## src/rtl/i2c_bert_cmd_sched.sv

```systemverilog
// i2c_bert_cmd_sched: arbitrates the I2C (A) and latched-config (B)
// command sources onto the shared BERT engine.
//
// Each command byte {op, n} runs the engine n+1 times. The results are
// XOR-accumulated and returned as one tagged response byte.
//
// Ports:
//   clk, rst_n           clock, synchronous active-low reset
//   ena                  gates acceptance of new commands
//   a_cmd_*              source A valid/ready/data handshake
//   b_cmd_*              source B valid/ready/data handshake
//   eng_start/eng_op     start pulse and opcode to the engine
//   eng_busy/eng_done    engine status and completion strobe
//   eng_result           engine result byte, valid with eng_done
//   rsp_*                response valid/ready/data and source tag (1 = B)
//   err                  one-cycle pulse on a watchdog timeout
module i2c_bert_cmd_sched #(
    parameter int TMO_W = 8
) (
    input  logic       clk,
    input  logic       rst_n,
    input  logic       ena,
    input  logic       a_cmd_valid,
    output logic       a_cmd_ready,
    input  logic [7:0] a_cmd_data,
    input  logic       b_cmd_valid,
    output logic       b_cmd_ready,
    input  logic [7:0] b_cmd_data,
    output logic       eng_start,
    output logic [3:0] eng_op,
    input  logic       eng_busy,
    input  logic       eng_done,
    input  logic [7:0] eng_result,
    output logic       rsp_valid,
    input  logic       rsp_ready,
    output logic [7:0] rsp_data,
    output logic       rsp_src,
    output logic       err
);

    typedef enum logic [1:0] {IDLE, ISSUE, WAIT, RESP} state_t;

    localparam logic [TMO_W-1:0] WD_ONE  = {{(TMO_W-1){1'b0}}, 1'b1};
    localparam logic [TMO_W-1:0] WD_LAST = {{(TMO_W-1){1'b1}}, 1'b0};

    state_t            state;
    state_t            state_nxt;
    logic [3:0]        op_q;
    logic [3:0]        rem_q;
    logic              src_q;
    logic              last_b_q;
    logic [7:0]        acc_q;
    logic [TMO_W-1:0]  wdog_q;
    logic              err_q;
    logic              grant_a;
    logic              grant_b;
    logic              take;
    logic              tmo;
    logic [7:0]        cmd;

    // B only wins a tie when A had the previous grant.
    assign grant_a = a_cmd_valid && (!b_cmd_valid || last_b_q);
    assign grant_b = b_cmd_valid && !grant_a;
    assign take    = a_cmd_ready || b_cmd_ready;
    assign cmd     = b_cmd_ready ? b_cmd_data : a_cmd_data;

    // wdog_q holds the number of WAIT cycles already elapsed, so the
    // cycle in which it reads 2^TMO_W-2 is WAIT cycle 2^TMO_W-1, the
    // last one allowed. A done strobe in that cycle still wins.
    assign tmo = (state == WAIT) && !eng_done && (wdog_q == WD_LAST);

    assign eng_op   = op_q;
    assign rsp_data = acc_q;
    assign rsp_src  = src_q;
    assign err      = err_q;

    always_ff @(posedge clk) begin
        if (!rst_n) state <= IDLE;
        else        state <= state_nxt;
    end

    always_comb begin
        state_nxt = state;
        unique case (state)
            IDLE:    if (take) state_nxt = ISSUE;
            ISSUE:   if (eng_start) state_nxt = WAIT;
            WAIT: begin
                if (eng_done)
                    state_nxt = (rem_q == 4'd0) ? RESP : ISSUE;
                else if (tmo)
                    state_nxt = RESP;
            end
            RESP:    if (rsp_ready) state_nxt = IDLE;
            default: state_nxt = IDLE;
        endcase
    end

    always_comb begin
        a_cmd_ready = 1'b0;
        b_cmd_ready = 1'b0;
        eng_start   = 1'b0;
        rsp_valid   = 1'b0;
        unique case (state)
            IDLE: begin
                a_cmd_ready = ena && grant_a;
                b_cmd_ready = ena && grant_b;
            end
            ISSUE:   eng_start = !eng_busy;
            RESP:    rsp_valid = 1'b1;
            default: ;
        endcase
    end

    always_ff @(posedge clk) begin
        if (!rst_n) begin
            op_q     <= '0;
            rem_q    <= '0;
            src_q    <= 1'b0;
            last_b_q <= 1'b1;
            acc_q    <= '0;
            wdog_q   <= '0;
            err_q    <= 1'b0;
        end else begin
            err_q <= tmo;
            unique case (state)
                IDLE: begin
                    if (take) begin
                        op_q     <= cmd[7:4];
                        rem_q    <= cmd[3:0];
                        src_q    <= b_cmd_ready;
                        last_b_q <= b_cmd_ready;
                        acc_q    <= '0;
                    end
                end
                ISSUE: begin
                    if (eng_start) wdog_q <= '0;
                end
                WAIT: begin
                    wdog_q <= wdog_q + WD_ONE;
                    if (eng_done) begin
                        acc_q <= acc_q ^ eng_result;
                        if (rem_q != 4'd0) rem_q <= rem_q - 4'd1;
                    end else if (tmo) begin
                        acc_q <= 8'hFF;
                    end
                end
                default: ;
            endcase
        end
    end

endmodule

```

## config.mk

```make
export PLATFORM = sky130hd
export DESIGN_NAME = i2c_bert_cmd_sched
export DESIGN_NICKNAME = d
export VERILOG_FILES = /design/src/rtl/i2c_bert_cmd_sched.sv
export SDC_FILE = /design/constraint.sdc
export NUM_CORES = 1
export LEC_CHECK = 0
export BUFFER_PORTS_ARGS = -buffer_cell sky130_fd_sc_hd__buf_2
export CAP_MARGIN = 0
export CORE_MARGIN = 2
export CORE_UTILIZATION = 51
export DETAILED_ROUTE_END_ITERATION = 16
export PLACE_DENSITY = 0.8
export RECOVER_POWER = 50
export SKIP_LAST_GASP = 1
export SYNTH_ARGS = -nofsm -noshare
export SYNTH_HDL_FRONTEND = slang
export SYNTH_SLANG_ARGS = --single-unit
```

## constraint.sdc

```tcl
create_clock -name clk -period 1.7 [get_ports clk]
set_input_delay 0.085 -clock clk [delete_from_list [all_inputs] [get_ports clk]]
set_output_delay 0.085 -clock clk [all_outputs]
set_load 0.02 [all_outputs]
```

==> flow_metrics.tcl, run 1 <==
set metrics [dict create \
    route.detailed.drc 0 \
    outcome "finished clean" \
    htree_num_levels 2 \
    finalWeightedCongestion 0.863 \
    cp-start-kind "flip-flop" \
    vias_in_the_first_global_route 1523 \
    max_stage_delay_ns 0.38 \
    global_route.overflow_total 0 \
    grt_first_pass_wirelength_um 6610 \
    timing_max_transition_violations_final 0 \
    worstPathMaxFanout 5 \
    tritoncts_clock_tree "done" \
    die_width_um 60.4 \
    dpl-instance-area_mm2 0.00197 \
    cts.reportedPaths.clkPinSlew_ns 0.09 \
    number_of_buffers_inserted_by_port_buffering 49 \
    place.detailed.instances 304 \
    achievable-frequency_mhz 609 \
    path_buf_inv 2 \
    antenna-diode-count 0 \
    dr_vias 1749 \
    fraction_of_final_layout_cells_with_drive_strength_greater_than_1 0.288 \
    post_route_non_filler_standard_cell_count 318 \
    setup-violations-final 0 \
    critPathKind "reg2reg" \
    dieArea_mm2 0.00364 \
    finalWirelength_um 4210 \
    tightest_slew_ns 0.394 \
    synth.distinct_cells 42 \
    worst_hold_startpoint "a_cmd_data[4]" \
    maxCapViolCount 0 \
    cp_slowest_cell "or3b_4" \
    area_delta_synth_final_pct 28.5 \
    peakVddDrop_v 0.000507 \
    yosys-top-cells-count "dfxtp_1 (29), a21oi_1 (19), a31oi_1 (18), nor3_1 (18), nand2_1 (17)" \
    detailedRoute.firstIterationViolations 83 \
    synth_seq_cells 29 \
    finalHoldViolCount 0 \
    finish.instance_area_mm2 0.00208 \
    detail_route.wl_per_cell_um 13.2 \
    cp_data_arrival_time_ns 1.91 \
    clock_skew_ns 0.00420 \
    power_leakage_nw 0.887 \
    die_h_um 60.4 \
    grt_use_total 0.239 \
    yosys_warnings 0 \
    post_route_fraction_of_the_period_consumed_by_the_critical_path 0.966 \
    yosys_most_used_dff "dfxtp_1" \
    nFillCells 278 \
    endpoint_kind "flip-flop" \
    grt_max_degree 24 \
    timing.critical_path.from "rem_q[0]" \
    number_of_flops_mapped_to_enable_cells_by_yosys 0 \
    worst_path_cell_chain "inv_2 > ha_4 > or3b_4 > a32oi_1 > buf_4 > and2_4 > o31a_1" \
    yosysSeqAreaShare 0.358 \
    syn_area_per_cell_um2 7.68 \
    routed_via_density 5.50 \
    post-synth-top-area-fraction 0.358 \
    syn-cell-area_mm2 0.00162 \
    hpwlAfterDp_um 2930 \
    number_of_antenna_violations_at_the_first_check_in_global_routing 0 \
    initial_utilization 0.535 \
    worstSkewPairLatency_ns 0.33 \
    post_synth_inst_count 211 \
    fp.coreArea_mm2 0.00303 \
    ctsLongestPathBuffers 2 \
    clock_sinks 29 \
    drtAntennaViolNets 0 \
    worst_path_dominant_cell_family "simple AND/OR/NAND/NOR gates" \
    synthTopCellsByArea "dfxtp_1 (36%), a31oi_1 (6.9%), a21oi_1 (5.9%)" \
    leading_cell_type_by_number_of_instances_after_synthesis "dfxtp_1" \
    cts_root_buf "clkbuf_4" \
    setup_tns_ns 0 \
    cp_data_required_time_ns 1.96 \
    timing.max_slew.rel_slack 0.738 \
    core.rowCount 20 \
    cts_inserted_buffers 5 \
    powerDensity_mw_per_mm2 804 \
    setup_ws_ns 0.0576 \
    drt_pass1_iterations 5 \
    synth_top_cell_by_area "dfxtp_1" \
    worstReg2RegStart "rem_q[0]" \
    final_net_count 308 \
    worst_hold_path_type "in2reg" \
    final_period_minus_worst_setup_slack_ns 1.64 \
    mappedNetlistNets 246 \
    design.portCount 50 \
    post-place-ws_ns 0.101 \
    synthArstFlopShare 0 \
]
-- stage by stage --
step	util	hold slack, ns	total power, mW
finish	0.688	0.0201	1.67
global route	0.688	0.0318	1.76
CTS	0.671	0.0225	1.65
detailed placement	0.650	0.297	1.24
global placement	0.650	0.293	1.24
floorplan	-	0.157	1.08
-- placed cells by master (no fill, tap or decap), types with 3 or more instances in the layout --
| cell type | instances |
|---|---|
| dfxtp_2 | 3 |
| inv_1 | 13 |
| mux2_2 | 3 |
| buf_4 | 16 |
| nor3_1 | 18 |
| a21oi_1 | 19 |
| clkbuf_4 | 5 |
| inv_2 | 3 |
| nor2_1 | 16 |
| o21ai_1 | 3 |
| a311oi_1 | 4 |
| dfxtp_1 | 25 |
| nand2_1 | 16 |
| nand4_1 | 3 |
| a31oi_1 | 18 |
| nand3_1 | 11 |
| buf_2 | 34 |
| o32a_1 | 3 |
| o21ai_0 | 5 |
| clkbuf_1 | 18 |
-- flip-flops by register name, indices dropped and copies added (netlist names) --
name	flops
eng_op	4
err	1
last_b_q	1
rem_q	4
rsp_data	8
rsp_src	1
state	2
wdog_q	8
-- final timing paths --
path	slack [ns]	endpoint	depth (start not counted)
setup / recovery	0.06	rem_q[0]	7
hold / removal	0.02	eng_op[0]	3
setup reg to reg	0.06	rem_q[0]	7
hold reg to reg	0.48	rsp_src	2
-- where the power goes --
part | switching, mW | total, mW | internal (mW) | leakage [nW]
logic | 0.279 | 0.497 | 0.218 | 0.622
registers | 0.0391 | 0.771 | 0.732 | 0.239
clock network | 0.242 | 0.406 | 0.165 | 0.0265
total | 0.560 | 1.67 | 1.11 | 0.887
-- final cells by class --
class | instances | area [µm²] | share of cell area
well taps | 44 | 55.1 | 0.0264
multi-input cells | 152 | 945 | 0.454
flip-flops and latches | 29 | 588 | 0.282
clock buffers | 8 | 48.8 | 0.0234
repair buffers | 68 | 382 | 0.183
inverters | 17 | 63.8 | 0.0306
-- logic make-up (layout without fill, tap and decap cells) --
| family | Yosys count | after routing | share of synthesized area |
|---|---|---|---|
| XOR/XNOR | 1 | 1 | 0.00541 |
| adder cells (fa/ha/maj) | 3 | 3 | 0.0232 |
| AO/OA/AOI/OAI | 61 | 61 | 0.238 |
| multiplexers | 6 | 6 | 0.0402 |
| buffers and inverters | 30 | 93 | 0.0780 |
| AND/OR/NAND/NOR | 81 | 81 | 0.257 |
| flip-flops | 29 | 29 | 0.358 |
-- worst min-delay path, stage by stage --
cell      delay [ns]
buf_2           0.10
nand2_1         0.05
a311oi_1        0.07
-- per-layer routing --
metal,GRT usage,vias up,share of wire
met3,0.0512,9,0.068
met5,0,-,0
li1,-,887,-
met4,0.0921,0,0.020
met2,0.398,66,0.46
met1,0.304,787,0.45
-- repair_timing --
action / CTS / global route
setup buffers: 0 / 6
hold buffers: 1 / 0
resized for setup: 3 / 14
pin swaps: 0 / 4
endpoints found under the hold margin: 1 / 0
endpoints found under the setup margin: 2 / 14
(Power assumes the default switching activity.)
==> run 2, diff against run 1 <==
--- a/config.mk
+++ b/config.mk
@@ -11,7 +11,7 @@
 export CORE_UTILIZATION = 51
 export DETAILED_ROUTE_END_ITERATION = 16
 export PLACE_DENSITY = 0.8
-export RECOVER_POWER = 50
+export RECOVER_POWER = 25
 export SKIP_LAST_GASP = 1
 export SYNTH_ARGS = -nofsm -noshare
 export SYNTH_HDL_FRONTEND = slang
==> constraint.sdc (replaced) <==
create_clock -name clk -period 1.7 [get_ports clk]
set_input_delay 0.085 -clock clk [delete_from_list [all_inputs] [get_ports clk]]
set_output_delay 0.085 -clock clk [all_outputs]
set_load 0.005 [all_outputs]
==> flow_metrics.tcl, run 2 (synthesized netlist as in run 1, its figures left out) <==
set metrics [dict create \
    cp_data_arrival_time_ns 1.89 \
    worstSkewPairLatency_ns 0.32 \
    r2r_cells 7 \
    outcome "finished clean" \
    fp.coreArea_mm2 0.00303 \
    grt_max_degree 24 \
    number_of_buffers_inserted_by_port_buffering 49 \
    route.detailed.drc 0 \
    hpwlAfterDp_um 2930 \
    clock_skew_ns 0.00501 \
    dieArea_mm2 0.00364 \
    vias_in_the_first_global_route 1523 \
    layout_commonest_cell "buf_2" \
    drtAntennaViolNets 0 \
    maxCapViolCount 0 \
    worstReg2RegStart "rem_q[0]" \
    detail_route.wl_per_cell_um 13.3 \
    dr_vias 1732 \
    powerDensity_mw_per_mm2 784 \
    worst_hold_path_type "in2reg" \
    final_period_minus_worst_setup_slack_ns 1.63 \
    finalHoldViolCount 0 \
    initial_utilization 0.535 \
    power_mw 1.61 \
    worstPathMaxFanout 5 \
    number_of_antenna_violations_at_the_first_check_in_global_routing 0 \
    htree_num_levels 2 \
    dpl-instance-area_mm2 0.00197 \
    fraction_of_final_layout_cells_with_drive_strength_greater_than_1 0.300 \
    final_net_count 304 \
    die_width_um 60.4 \
    reg2reg_setup_slack_ns 0.07 \
    drt_pass1_iterations 4 \
    worst_hold_path.endpoint "eng_op[0]" \
    grt_first_pass_wirelength_um 6610 \
    cp_data_required_time_ns 1.96 \
    cts_inserted_buffers 5 \
    depth_of_the_worst_hold_timing_path 3 \
    setup-violations-final 0 \
    power_leakage_nw 0.898 \
    cp-start-kind "flip-flop" \
    tightest_slew_ns 0.530 \
    area_taken_by_multi_input_logic_gates_um2 941 \
    global_route.overflow_total 0 \
    cts_root_buf "clkbuf_4" \
    die_h_um 60.4 \
    core.rowCount 20 \
    clock_sinks 29 \
    achievable-frequency_mhz 612 \
    area_delta_synth_final_pct 26.9 \
    peakVddDrop_v 0.000504 \
    tritoncts_clock_tree "done" \
    routed_via_density 5.52 \
    timing.critical_path.from "rem_q[0]" \
    nFillCells 288 \
    timing.rr.end "rem_q[0]" \
    most-common-layout-cells "buf_2 (42), dfxtp_1 (26), a21oi_1 (19)" \
    antenna-diode-count 0 \
    post_route_fraction_of_the_period_consumed_by_the_critical_path 0.961 \
    finish.instance_area_mm2 0.00206 \
    cts.reportedPaths.clkPinSlew_ns 0.09 \
    worst_hold_startpoint "a_cmd_data[4]" \
    grt_use_total 0.239 \
    finalWeightedCongestion 0.863 \
    timing_max_transition_violations_final 0 \
    detailedRoute.firstIterationViolations 64 \
    finalWirelength_um 4170 \
    ctsLongestPathBuffers 2 \
    regArea_um2 584 \
    timing.max_slew.rel_slack 0.646 \
    final_core_utilization 0.679 \
    design.portCount 50 \
    endpoint_kind "flip-flop" \
    critPathKind "reg2reg" \
]
[run 2: metrics by stage]
stage	instances	hold WS, ns	setup WS, ns	setup TNS [ns]
after detailed placement	304	0.297	0.101	0
after floorplan	211	0.157	0.164	0
after CTS	313	0.0225	0.0266	0
after global placement	304	0.293	0.158	0
after global routing	314	0.0318	-0.0180	-0.0180
final	314	0.0273	0.0660	0
[run 2: worst max path at each step]
stage | to | slack (ns) | depth (start not counted)
2_1_floorplan | rem_q[1] | 0.16 | 6
3_3_place_gp | rem_q[0] | 0.16 | 7
3_5_place_dp | rem_q[0] | 0.10 | 7
4_1_cts | eng_start | 0.03 | 4
5_1_grt | rem_q[0] | -0.02 | 5
6_report | rem_q[0] | 0.07 | 7
[run 2: what timing repair did]
action	CTS	global route
buffers inserted	0	1
endpoints found under the hold margin	1	0
resized for setup	1	12
pin swaps	0	3
hold buffers	1	0
endpoints found under the setup margin	1	14
[run 2: power by group]
part	switching, mW	total, mW	internal, mW
combinational	0.232	0.442	0.211
clock	0.235	0.400	0.165
sequential	0.0381	0.770	0.732
[run 2: layer usage]
layer  share of wire  track usage  wire, µm  vias up
li1                -            -         -      878
met1            0.45        0.304      1890      789
met2            0.47        0.398      1980       61
met3           0.063       0.0512       262        4
met4           0.010       0.0921        43        0
met5               0            0         0        -
[run 2: cell type report]
| class | count | share of cell area |
|---|---|---|
| Tap cell | 44 | 0.0268 |
| Sequential cell | 29 | 0.284 |
| Clock buffer | 8 | 0.0237 |
| Multi-Input combinational cell | 152 | 0.457 |
| Timing Repair Buffer | 64 | 0.177 |
| Inverter | 17 | 0.0310 |
[run 2: critical path: stages, from the launching register on]
cell and delay, ns:
dfxtp_2 0.35, inv_2 0.06, ha_4 0.13, or3b_4 0.38, a32oi_1 0.19, buf_4 0.16, and2_4 0.14, o31a_1 0.15
==> run 3, diff against run 2 <==
--- a/config.mk
+++ b/config.mk
@@ -10,6 +10,7 @@
 export CORE_MARGIN = 2
 export CORE_UTILIZATION = 51
 export DETAILED_ROUTE_END_ITERATION = 16
+export GPL_ROUTABILITY_DRIVEN = 0
 export PLACE_DENSITY = 0.8
 export RECOVER_POWER = 25
 export SKIP_LAST_GASP = 1
==> constraint.sdc (replaced) <==
create_clock -name clk -period 1.75 [get_ports clk]
set_input_delay 0.0875 -clock clk [delete_from_list [all_inputs] [get_ports clk]]
set_output_delay 0.0875 -clock clk [all_outputs]
set_load 0.005 [all_outputs]
==> flow_metrics.tcl, run 3 (synthesized netlist as in run 1, its figures left out) <==
set metrics [dict create \
    worst_path_dominant_cell_family "simple AND/OR/NAND/NOR gates" \
    r2r_cells 6 \
    grt_first_pass_wirelength_um 6830 \
    finish.instance_area_mm2 0.00206 \
    drtAntennaViolNets 0 \
    achievable-frequency_mhz 600 \
    die_h_um 60.4 \
    layout_commonest_cell "buf_2" \
    final_core_utilization 0.680 \
    setup_ws_ns 0.0831 \
    worstReg2RegStart "rem_q[0]" \
    detailedRoute.firstIterationViolations 117 \
    fp.coreArea_mm2 0.00303 \
    worstSkewPairLatency_ns 0.34 \
    rsz0062_at_grt "yes" \
    core.rowCount 20 \
    vias_in_the_first_global_route 1524 \
    cp-start-kind "flip-flop" \
    grt_use_total 0.256 \
    drt_pass1_iterations 4 \
    power_mw 1.65 \
    timing.critical_path.from "rem_q[0]" \
    maxCapViolCount 0 \
    critical_path_cell_count 6 \
    tritoncts_clock_tree "done" \
    hpwlAfterDp_um 2890 \
    dpl-instance-area_mm2 0.00194 \
    worstPathMaxFanout 5 \
    initial_utilization 0.535 \
    htree_num_levels 2 \
    setup_tns_ns 0 \
    max_stage_delay_ns 0.40 \
    number_of_buffers_inserted_by_port_buffering 49 \
    final_period_minus_worst_setup_slack_ns 1.67 \
    place.detailed.instances 302 \
    cts.reportedPaths.clkPinSlew_ns 0.10 \
    dieArea_mm2 0.00364 \
    worst_hold_startpoint "b_cmd_data[4]" \
    power_leakage_nw 0.899 \
    met1_usage 0.316 \
    critPathKind "reg2reg" \
    clock_skew_ns 0.00940 \
    routed_via_density 5.60 \
    holdWs_ns 0.0200 \
    final_net_count 305 \
    finalWirelength_um 4350 \
    area_delta_synth_final_pct 27.1 \
    globalRouteMet2Util 0.405 \
    antenna-diode-count 0 \
    depth_of_the_worst_hold_timing_path 3 \
    design.portCount 50 \
    cp_data_arrival_time_ns 1.95 \
    timing.max_slew.rel_slack 0.725 \
    globalRouteMet3Util 0.0768 \
    worst_hold_path_type "in2reg" \
    tightest_slew_ns 0.412 \
    number_of_antenna_violations_at_the_first_check_in_global_routing 0 \
    finalHoldViolCount 0 \
    worst_path_cell_chain "inv_1 > ha_1 > or3b_1 > a32oi_2 > and2_1 > o31a_1" \
    setup-violations-final 0 \
    endpoint_kind "flip-flop" \
    post_route_fraction_of_the_period_consumed_by_the_critical_path 0.953 \
    die_width_um 60.4 \
    most-common-layout-cells "buf_2 (40), dfxtp_1 (27), a21oi_1 (19)" \
    global_route.overflow_total 0 \
    dr_vias 1764 \
    post_route_non_filler_standard_cell_count 315 \
    ctsLongestPathBuffers 2 \
    fraction_of_final_layout_cells_with_drive_strength_greater_than_1 0.266 \
    post-place-ws_ns 0.0533 \
    grt_max_degree 24 \
    outcome "finished clean" \
    powerDensity_mw_per_mm2 799 \
    route.detailed.drc 0 \
    peakVddDrop_v 0.000509 \
    layer_carrying_the_most_global_route_usage "met2" \
    cp_slowest_cell "or3b_1" \
    detail_route.wl_per_cell_um 13.8 \
    path_buf_inv 1 \
    cts_root_buf "clkbuf_4" \
    clock_sinks 29 \
    cp_data_required_time_ns 2.03 \
    cts_inserted_buffers 5 \
    timing_max_transition_violations_final 0 \
]
## run 3: changes by cell type in the layout (fill, tap and decap cells not counted), sizes merged
| cell | change |
|---|---|
| buf | -5 |
| clkbuf | +2 |
| clkinv | +1 |
| dlygate4sd3 | +3 |
## run 3: tightest hold or removal path: cells and delay by family
family	cells	cell delay (ns)
AOI/OAI and AO/OA	1	0.08
buffers and inverters	1	0.10
and+or+nand+nor	1	0.05
## run 3: cell type report
type / instances / area [µm²]
Timing Repair Buffer: 65 / 364
Sequential cell: 29 / 583
Clock inverter: 1 / 5.00
Tap cell: 44 / 55.1
Multi-Input combinational cell: 152 / 923
Fill cell: 271 / 968
Clock buffer: 7 / 65.1
Inverter: 17 / 63.8
## run 3: path summary, 6_finish.rpt
path | slack, ns | to
max | 0.08 | rem_q[0]
min | 0.02 | eng_op[0]
max reg2reg | 0.08 | rem_q[0]
min reg2reg | 0.46 | rsp_src
## run 3: metal layers
layer / vias up / wire length [µm]
met3: 10 / 295
li1: 881 / -
met4: 0 / 101
met1: 802 / 1960
met5: - / 0
met2: 71 / 1990
## run 3: where the power goes
group          internal, mW  switching, mW
clock network         0.233          0.254
logic                 0.185          0.220
registers             0.710         0.0435
## run 3: timing repair
item / in CTS / in global routing
hold buffers: 4 / 0
gates resized for setup: 0 / 4
endpoints found under the hold margin: 5 / 0
buffers inserted: 0 / 1
endpoints found under the setup margin: 0 / 6
